[config.mk]
export PLATFORM = sky130hd
export DESIGN_NAME = shift_ctrl
export DESIGN_NICKNAME = d
export VERILOG_FILES = /design/src/rtl/shift_pkg.sv /design/src/rtl/shift_amt_counter.sv /design/src/rtl/shift_ctrl.sv
export SDC_FILE = /design/constraint.sdc
export NUM_CORES = 1
export LEC_CHECK = 0
export ABC_AREA = 1
export ABC_CLOCK_PERIOD_IN_PS = 1330
export CORE_UTILIZATION = 46
export CTS_BUF_LIST = sky130_fd_sc_hd__clkbuf_4 sky130_fd_sc_hd__clkbuf_8
export DETAILED_ROUTE_END_ITERATION = 12
export PLACE_DENSITY = 0.86
export SYNTH_ARGS = -nofsm -noshare
export SYNTH_HDL_FRONTEND = slang
export SYNTH_SLANG_ARGS = --single-unit
[constraint.sdc]
create_clock -name clk -period 1.33 [get_ports clk]
set_input_delay 0.266 -clock clk [delete_from_list [all_inputs] [get_ports clk]]
set_output_delay 0.266 -clock clk [all_outputs]
set_load 0.03 [all_outputs]
[src/rtl/shift_pkg.sv]
// Shared encodings for the shift datapath sequencers: command bus values,
// FSM states and default widths.
package shift_pkg;

  localparam int AMT_W_DEF = 5;
  localparam int OP_W_DEF  = 3;
  localparam int SEL_W_DEF = 2;

  typedef enum logic [2:0] {
    CMD_NOP  = 3'b000,
    CMD_LOAD = 3'b001,
    CMD_SLL  = 3'b010,
    CMD_SRL  = 3'b011,
    CMD_SRA  = 3'b100,
    CMD_ROTR = 3'b101,
    CMD_ROTL = 3'b110
  } shift_cmd_e;

  typedef enum logic [1:0] {
    ST_IDLE,
    ST_LOAD,
    ST_SHIFT,
    ST_DONE
  } shift_state_e;

  // Only the five real shift operations may reach the shift register.
  function automatic logic op_legal(input logic [2:0] op);
    return (op >= 3'b010) && (op <= 3'b110);
  endfunction

endpackage

[src/rtl/shift_amt_counter.sv]
// Loadable down-counter shared by the shift, mult and div sequencers.
// Saturates at zero so a stray dec can never wrap.
module shift_amt_counter #(
  parameter int AMT_W = 5
) (
  input  logic             clk,
  input  logic             reset,
  input  logic             load,
  input  logic             dec,
  input  logic [AMT_W-1:0] load_val,
  output logic [AMT_W-1:0] value,
  output logic             last
);

  always_ff @(posedge clk or negedge reset) begin
    if (!reset) begin
      value <= '0;
    end else if (load) begin
      value <= load_val;
    end else if (dec && (value != '0)) begin
      value <= value - AMT_W'(1);
    end
  end

  assign last = (value == AMT_W'(1));

endmodule

[src/rtl/shift_ctrl.sv]
// Multicycle sequencer for the shift-input mux and shift register.
// Define SHIFT_CTRL_MULTIBIT_EN to issue the whole amount in one SHIFT cycle.
module shift_ctrl
  import shift_pkg::*;
#(
  parameter int AMT_W = AMT_W_DEF,
  parameter int OP_W  = OP_W_DEF,
  parameter int SEL_W = SEL_W_DEF
) (
  input  logic             clk,
  input  logic             reset,
  input  logic             start,
  input  logic [SEL_W-1:0] src_sel_in,
  input  logic [OP_W-1:0]  op_in,
  input  logic [AMT_W-1:0] amt_in,
  output logic [SEL_W-1:0] mux_sel,
  output logic [OP_W-1:0]  shift_cmd,
  output logic [AMT_W-1:0] shift_n,
  output logic             result_we,
  output logic             busy,
  output logic             done,
  output logic             op_err
);

  shift_state_e     state_q;
  logic [OP_W-1:0]  op_q;
  logic [AMT_W-1:0] cnt_value;
  logic             cnt_last;
  logic             cnt_load;
  logic             cnt_dec;
  logic             shift_exit;
  logic [AMT_W-1:0] shift_step;

  assign cnt_load = (state_q == ST_IDLE) && start;
  assign cnt_dec  = (state_q == ST_SHIFT);

  // The counter doubles as the captured amount: it holds amt_in through LOAD.
  shift_amt_counter #(.AMT_W(AMT_W)) u_cnt (
    .clk      (clk),
    .reset    (reset),
    .load     (cnt_load),
    .dec      (cnt_dec),
    .load_val (amt_in),
    .value    (cnt_value),
    .last     (cnt_last)
  );

`ifdef SHIFT_CTRL_MULTIBIT_EN
  assign shift_exit = 1'b1;
  assign shift_step = cnt_value;
`else
  assign shift_exit = cnt_last;
  assign shift_step = AMT_W'(1);
`endif

  // Outputs are registered alongside the state so each reflects the state being entered.
  always_ff @(posedge clk or negedge reset) begin
    if (!reset) begin
      state_q   <= ST_IDLE;
      op_q      <= '0;
      mux_sel   <= '0;
      shift_cmd <= '0;
      shift_n   <= '0;
      result_we <= 1'b0;
      busy      <= 1'b0;
      done      <= 1'b0;
      op_err    <= 1'b0;
    end else begin
      case (state_q)
        ST_IDLE: begin
          mux_sel   <= '0;
          shift_cmd <= OP_W'(CMD_NOP);
          shift_n   <= '0;
          result_we <= 1'b0;
          done      <= 1'b0;
          busy      <= 1'b0;
          if (start) begin
            op_q      <= op_in;
            op_err    <= !op_legal(3'(op_in));
            mux_sel   <= src_sel_in;
            shift_cmd <= OP_W'(CMD_LOAD);
            busy      <= 1'b1;
            state_q   <= ST_LOAD;
          end
        end
        ST_LOAD: begin
          if (op_legal(3'(op_q)) && (cnt_value != '0)) begin
            shift_cmd <= op_q;
            shift_n   <= shift_step;
            state_q   <= ST_SHIFT;
          end else begin
            shift_cmd <= OP_W'(CMD_NOP);
            result_we <= 1'b1;
            done      <= 1'b1;
            state_q   <= ST_DONE;
          end
        end
        ST_SHIFT: begin
          if (shift_exit) begin
            shift_cmd <= OP_W'(CMD_NOP);
            shift_n   <= '0;
            result_we <= 1'b1;
            done      <= 1'b1;
            state_q   <= ST_DONE;
          end
        end
        ST_DONE: begin
          mux_sel   <= '0;
          shift_cmd <= OP_W'(CMD_NOP);
          shift_n   <= '0;
          result_we <= 1'b0;
          done      <= 1'b0;
          busy      <= 1'b0;
          state_q   <= ST_IDLE;
        end
        default: begin
          state_q <= ST_IDLE;
        end
      endcase
    end
  end

endmodule

==> results of run 1 <==
==> worst max-delay path by stage <==
| stage | to | slack [ns] | cells after the start |
|---|---|---|---|
| after floorplan | mux_sel[0]$_DFFE_PN0N_ | 0.008 | 4 |
| after global placement | u_cnt.value[4]$_DFFE_PN0P_ | -0.12 | 5 |
| after detailed placement | u_cnt.value[3]$_DFFE_PN0P_ | -0.19 | 5 |
| after CTS | mux_sel[0]$_DFFE_PN0N_ | -0.02 | 4 |
| after global routing | state_q[0]$_DFFE_PN0P_ | -0.09 | 9 |
| final | state_q[0]$_DFFE_PN0P_ | -0.03 | 9 |
==> critical path: cells and delay by family, from the launching register on <==
family | cells | cell delay, ns
adder cells (fa/ha/maj) | 1 | 0.14
AO/OA/AOI/OAI | 1 | 0.19
AND/OR/NAND/NOR | 5 | 0.39
buffers and inverters | 2 | 0.15
flip-flops | 1 | 0.41
==> synthesized netlist by cell type (all sizes together) <==
| library cell | count |
|---|---|
| conb | 1 |
| a21boi | 1 |
| buf | 6 |
| nand4 | 1 |
| ha | 9 |
| nor2 | 12 |
| o21ai | 14 |
| inv | 17 |
| a21oi | 5 |
| or2 | 2 |
| or3b | 1 |
| nand3b | 2 |
| nand2 | 47 |
| dfrtp | 19 |
| nand3 | 10 |
==> layer usage <==
layer | share of wire, % | vias to the layer above | GRT usage, %
met5 | 0 | - | 0
met4 | 1.4 | 0 | 10.53
met3 | 4.0 | 4 | 3.478
met2 | 51 | 31 | 31.65
met1 | 44 | 518 | 24.91
li1 | - | 531 | -
==> sequential cells by signal, indices dropped and copies added, names as in the netlist <==
name         flops
op_q             3
mux_sel          2
shift_cmd        3
op_err           1
u_cnt.value      5
shift_n          1
state_q          2
done             1
busy             1
==> area by class of cell <==
cell class | instances | share of cell area, %
clock buffers | 3 | 1.393
clock inverters | 1 | 0.3096
inverters | 17 | 4.102
multi-input cells | 108 | 46.05
flip-flops and latches | 19 | 29.41
well taps | 28 | 2.167
repair buffers | 35 | 16.56
==> per-stage QoR <==
step	power (mW)	setup TNS, ns	cell area [um2]	instances
global placement	3.281	-1.044	1493	206
CTS	3.705	-0.04303	1536	210
global route	4.525	-0.7922	1617	211
finish	4.171	-0.08617	1617	211
detailed placement	3.379	-1.454	1493	206
floorplan	2.625	0	1190	150
==> report_power, final <==
group          internal, mW  total [mW]  switching [mW]
Combinational          1.13        2.77            1.64
Sequential            0.847        1.09           0.247
Clock                 0.112       0.304           0.192
==> cell families (layout without fill, tap and decap cells) <==
family	Yosys count	count (layout)
simple gates	75	75
buf+inv	23	56
compound gates	20	20
flops	19	19
fa+ha+maj	9	9
other cells	1	4
==> repair_timing <==
item / in CTS / in global routing
pin swaps: 2 / 5
endpoints found under the setup margin: 24 / 26
resized for setup: 26 / 50
hold buffers: 0 / 0
buffers inserted: 0 / 1
==> flow_metrics.env, run 1 <==
export IMPL_result_of_the_run="finished with violations"
export IMPL_failing_checks="negative setup slack"
export IMPL_ioPinCount=27
export IMPL_detailed_placement_wirelength_estimate_um=1784
export IMPL_cp_arrival_ns=1.57
export IMPL_irDropWorstVdd_mv=1.872
export IMPL_number_of_max_slew_violations_in_the_final_report=0
export IMPL_cts_root_buffer="clkbuf_4"
export IMPL_cellPowerDensity_nw_per_um2=2580
export IMPL_rows=17
export IMPL_synth_top_cells_by_area="dfrtp_1 (41%), nand2_1 (14%), ha_1 (9.7%)"
export IMPL_die_w_um=52.35
export IMPL_detail_route_drc_violations=0
export IMPL_grt_ovfl_total=0
export IMPL_dominant_combinational_cell_family_by_area_after_synthesis="simple AND/OR/NAND/NOR gates"
export IMPL_cts_tree="done"
export IMPL_gr_usage_all_layers_pct=19.69
export IMPL_timing_max_cap_violations=0
export IMPL_max_clock_path_buffers=2
export IMPL_total_leakage_power_nw=0.8090
export IMPL_cell_with_the_largest_stage_delay_on_the_worst_path="dfrtp_1"
export IMPL_yosys_area_share_adder_pct=9.657
export IMPL_post_drt_via_cell_ratio=5.137
export IMPL_synth_top_cell_area_share_pct=40.77
export IMPL_finalHoldViolCount=0
export IMPL_drive_above_1_share_pct=37.70
export IMPL_crit_path_start="u_cnt.value[1]$_DFFE_PN0P_"
export IMPL_post_synth_inst_count=147
export IMPL_place_gp_congestion=0.9070
export IMPL_unrepaired_setup_endpoints_after_global_routing="yes"
export IMPL_synth_area_um2=1166
export IMPL_mostFrequentLayoutCell="nand2_1"
export IMPL_synth_compound_gate_area_share_pct=9.764
export IMPL_critical_path_cell_chain="inv_2 > ha_4 > inv_2 > nor2_2 > nand2_2 > a21oi_4 > nand2_1 > nand2_1 > nand2_1"
export IMPL_routedWlPerCell_um=12.58
export IMPL_clock_latency_ns=0.30
export IMPL_h_tree_depth=1
export IMPL_synth_mux_area_fraction_pct=0
export IMPL_r2r_worst_path_cells=9
export IMPL_r2r_start="u_cnt.value[1]$_DFFE_PN0P_"
export IMPL_clkSinkCount=19
export IMPL_floorplan_die_height_um=52.35
export IMPL_period_needed_ns=1.364
export IMPL_layout_area_overhead_vs_synth_pct=38.63
export IMPL_synth_simple_gate_area_share_pct=30.36
export IMPL_synth_largest_area_cell="dfrtp_1"
export IMPL_postRouteAntennaNets=0
export IMPL_seqCellArea_um2=475.5
export IMPL_layout_setup_ws_ns=-0.03434
export IMPL_fin_nets=206
export IMPL_pin_count_of_the_biggest_net_entering_global_routing=20
export IMPL_number_of_antenna_violations_at_the_first_check_in_global_routing=0
export IMPL_worstSetupPathType="register to register"
export IMPL_synth_xor_area_share_pct=0
export IMPL_timing_critical_path_fanout_max=4
export IMPL_design_die_area_um2=2741
export IMPL_max_stage_delay_ns=0.41
export IMPL_crit_path_start_kind="register"
export IMPL_dpl_worst_slack_ns=-0.1851
export IMPL_initial_utilization_pct=50.76
export IMPL_timing_hold_worst_class="input port to async pin"
export IMPL_end_kind="register"
export IMPL_diodes=0
export IMPL_postSynthRegisterBits=19
export IMPL_yosysSeqAreaShare_pct=40.77
export IMPL_layout_cells_most_common_list="nand2_1 (35), dfrtp_1 (19), buf_4 (13)"
export IMPL_finClkSkew_ns=0.002182
export IMPL_clk_pin_slew_worst_paths_ns=0.12
export IMPL_fin_worst_hold_slack_ns=0.2838
export IMPL_routed_wirelength_um=2654
export IMPL_synth_avg_cell_area_um2=7.933
export IMPL_final_core_util_pct=70.37
export IMPL_rrSetupSlack_ns=-0.03
export IMPL_standard_cell_core_area_um2=2297
export IMPL_grt_pass1_wl_um=3905
export IMPL_number_of_buffer_cells_added_on_primary_ports=22
export IMPL_multi_input_area_um2=744.5
export IMPL_cp_data_required_time_ns=1.53
export IMPL_r2r_end="state_q[0]$_DFFE_PN0P_"
export IMPL_max_freq_mhz=733.0
export IMPL_synthesis_yosys_warnings=0
export IMPL_grt_pass1_vias=940
export IMPL_cts_inserted_buffers=3
export IMPL_detailedRoute_firstIterationViolations=16
export IMPL_path_common_cell="nand2_1"
export IMPL_setup_viol=7
export IMPL_n_fill_cell=168
export IMPL_first_pass_iters=4
export IMPL_via_count=1084
export IMPL_finalCritPeriodShare_pct=102.6
export IMPL_count_of_distinct_cell_types_in_the_synthesized_netlist=21
Power figures use the tool's default switching activity.
==> inputs of run 2 (changes only) <==
SKIP_LAST_GASP = 1   (was not set)
SLEW_MARGIN = 20   (was not set)
==> run 2 against run 1 <==
The run still ends with negative setup slack left. Combinational power hardly changed. Critical path depth stayed put. Via count is 0.37% lower. Clock power is 2% higher. Global-route usage stayed put.
==> flow_metrics.env, run 2 (synthesis results as in run 1) <==
export IMPL_standard_cell_core_area_um2=2297
export IMPL_layout_setup_ws_ns=-0.04050
export IMPL_r2r_start="u_cnt.value[1]$_DFFE_PN0P_"
export IMPL_die_w_um=52.35
export IMPL_cp_data_required_time_ns=1.54
export IMPL_via_count=1080
export IMPL_worstSetupPathType="register to register"
export IMPL_cts_inserted_buffers=3
export IMPL_max_clock_path_buffers=2
export IMPL_timing_critical_path_depth=9
export IMPL_finalHoldViolCount=0
export IMPL_setup_viol=6
export IMPL_grt_ovfl_total=0
export IMPL_grt_pass1_wl_um=3905
export IMPL_ioPinCount=27
export IMPL_n_fill_cell=165
export IMPL_hold_buffers=0
export IMPL_clock_latency_ns=0.31
export IMPL_max_freq_mhz=729.7
export IMPL_clk_pin_slew_worst_paths_ns=0.12
export IMPL_cts_tree="done"
export IMPL_largest_register="u_cnt.value"
export IMPL_timing_max_cap_violations=0
export IMPL_critical_path_cell_chain="inv_2 > ha_4 > inv_2 > nor2_2 > nand2_2 > a21oi_4 > nand2_1 > nand2_1 > nand2_1"
export IMPL_h_tree_depth=1
export IMPL_postRouteAntennaNets=0
export IMPL_place_gp_congestion=0.9070
export IMPL_largest_register_ff_count=5
export IMPL_final_core_util_pct=70.10
export IMPL_detail_route_drc_violations=0
export IMPL_irDropWorstVdd_mv=1.862
export IMPL_cellPowerDensity_nw_per_um2=2581
export IMPL_period_needed_ns=1.370
export IMPL_cell_with_the_largest_stage_delay_on_the_worst_path="dfrtp_1"
export IMPL_number_of_buffer_cells_added_on_primary_ports=22
export IMPL_finalCritPeriodShare_pct=103.0
export IMPL_rrSetupSlack_ns=-0.04
export IMPL_failing_checks="negative setup slack"
export IMPL_cts_root_buffer="clkbuf_4"
export IMPL_clkSinkCount=19
export IMPL_result_of_the_run="finished with violations"
export IMPL_finClkSkew_ns=0.006706
export IMPL_cp_num_buf_inv=2
export IMPL_initial_utilization_pct=50.76
export IMPL_number_of_max_slew_violations_in_the_final_report=0
export IMPL_pin_count_of_the_biggest_net_entering_global_routing=20
export IMPL_layout_cells_most_common_list="nand2_1 (36), dfrtp_1 (19), buf_4 (13)"
export IMPL_detailedRoute_firstIterationViolations=24
export IMPL_drive_above_1_share_pct=36.61
export IMPL_number_of_antenna_violations_at_the_first_check_in_global_routing=0
export IMPL_unrepaired_setup_endpoints_after_global_routing="yes"
export IMPL_routed_wirelength_um=2652
export IMPL_design_die_area_um2=2741
export IMPL_first_pass_iters=4
export IMPL_timing_critical_path_fanout_max=4
export IMPL_floorplan_die_height_um=52.35
export IMPL_cell_family_contributing_the_most_delay_on_the_critical_path="flip-flops"
export IMPL_routedWlPerCell_um=12.57
export IMPL_total_leakage_power_nw=0.8079
export IMPL_diodes=0
export IMPL_cp_arrival_ns=1.58
export IMPL_top_regs="u_cnt.value: 5 flops, op_q: 3 flops, shift_cmd: 3 flops"
export IMPL_crit_path_start="u_cnt.value[1]$_DFFE_PN0P_"
export IMPL_fin_nets=206
export IMPL_mostFrequentLayoutCell="nand2_1"
export IMPL_detailed_placement_wirelength_estimate_um=1784
export IMPL_grt_pass1_vias=940
export IMPL_gr_usage_all_layers_pct=19.69
export IMPL_crit_path_start_kind="register"
export IMPL_path_common_cell="nand2_1"
export IMPL_timing_hold_worst_class="input port to async pin"
export IMPL_post_drt_via_cell_ratio=5.118
export IMPL_layout_area_overhead_vs_synth_pct=38.09
export IMPL_r2r_end="state_q[0]$_DFFE_PN0P_"
export IMPL_rows=17
export IMPL_fin_worst_hold_slack_ns=0.2692
export IMPL_setup_total_negative_slack_ns=-0.1163
export IMPL_crit_end="state_q[0]$_DFFE_PN0P_"
export IMPL_end_kind="register"
export IMPL_r2r_worst_path_cells=9
export IMPL_max_stage_delay_ns=0.41
run 2: worst min path at each step:
stage | cells after the start | slack (ns) | to
6_report | 2 | 0.27 | u_cnt.value[0]$_DFFE_PN0P_
4_1_cts | 2 | 0.29 | u_cnt.value[0]$_DFFE_PN0P_
3_5_place_dp | 2 | 0.47 | shift_n[0]$_DFFE_PN0P_
5_1_grt | 2 | 0.29 | u_cnt.value[2]$_DFFE_PN0P_
3_3_place_gp | 2 | 0.45 | shift_n[0]$_DFFE_PN0P_
2_1_floorplan | 0 | -0.03 | busy$_DFFE_PN0N_
run 2: what timing repair did:
item	4_1_cts	5_1_grt
setup endpoints to repair	24	26
setup buffers	0	1
pin swaps	2	5
resized for setup	25	49
run 2: cell type report:
class	count	area (um2)	area share, %
clock buffer	3	22.52	1.399
clock inverter	1	5.005	0.3108
inverter	17	66.31	4.118
multi-input combinational	108	738.2	45.84
sequential	19	475.5	29.53
tap	28	35.03	2.176
timing repair buffer	35	267.8	16.63
run 2: through the flow:
stage                     std cells  instance area [um2]  total power, mW  worst slack [ns]
after floorplan                 150                 1190            2.625          0.008202
after global placement          206                 1493            3.281           -0.1244
after detailed placement        206                 1493            3.379           -0.1851
after CTS                       210                 1535            3.701          -0.02129
after global routing            211                 1610            4.511           -0.1206
final                           211                 1610            4.156          -0.04050
run 2: power by group:
group	internal, mW	switching, mW	total, mW
sequential	0.847	0.244	1.09
combinational	1.12	1.63	2.75
clock	0.112	0.199	0.311
total	2.08	2.08	4.16
run 2: layer usage:
metal | track usage [%] | part of all wire [%]
met3 | 3.478 | 4.2
met5 | 0 | 0
met1 | 24.91 | 43
met4 | 10.53 | 1.9
met2 | 31.65 | 51
==> inputs of run 3 (changes only) <==
CTS_CLUSTER_SIZE = 14   (was not set)
==> results of run 3 <==
No change in the layout: final DEF, timing and power equal those of run 2.
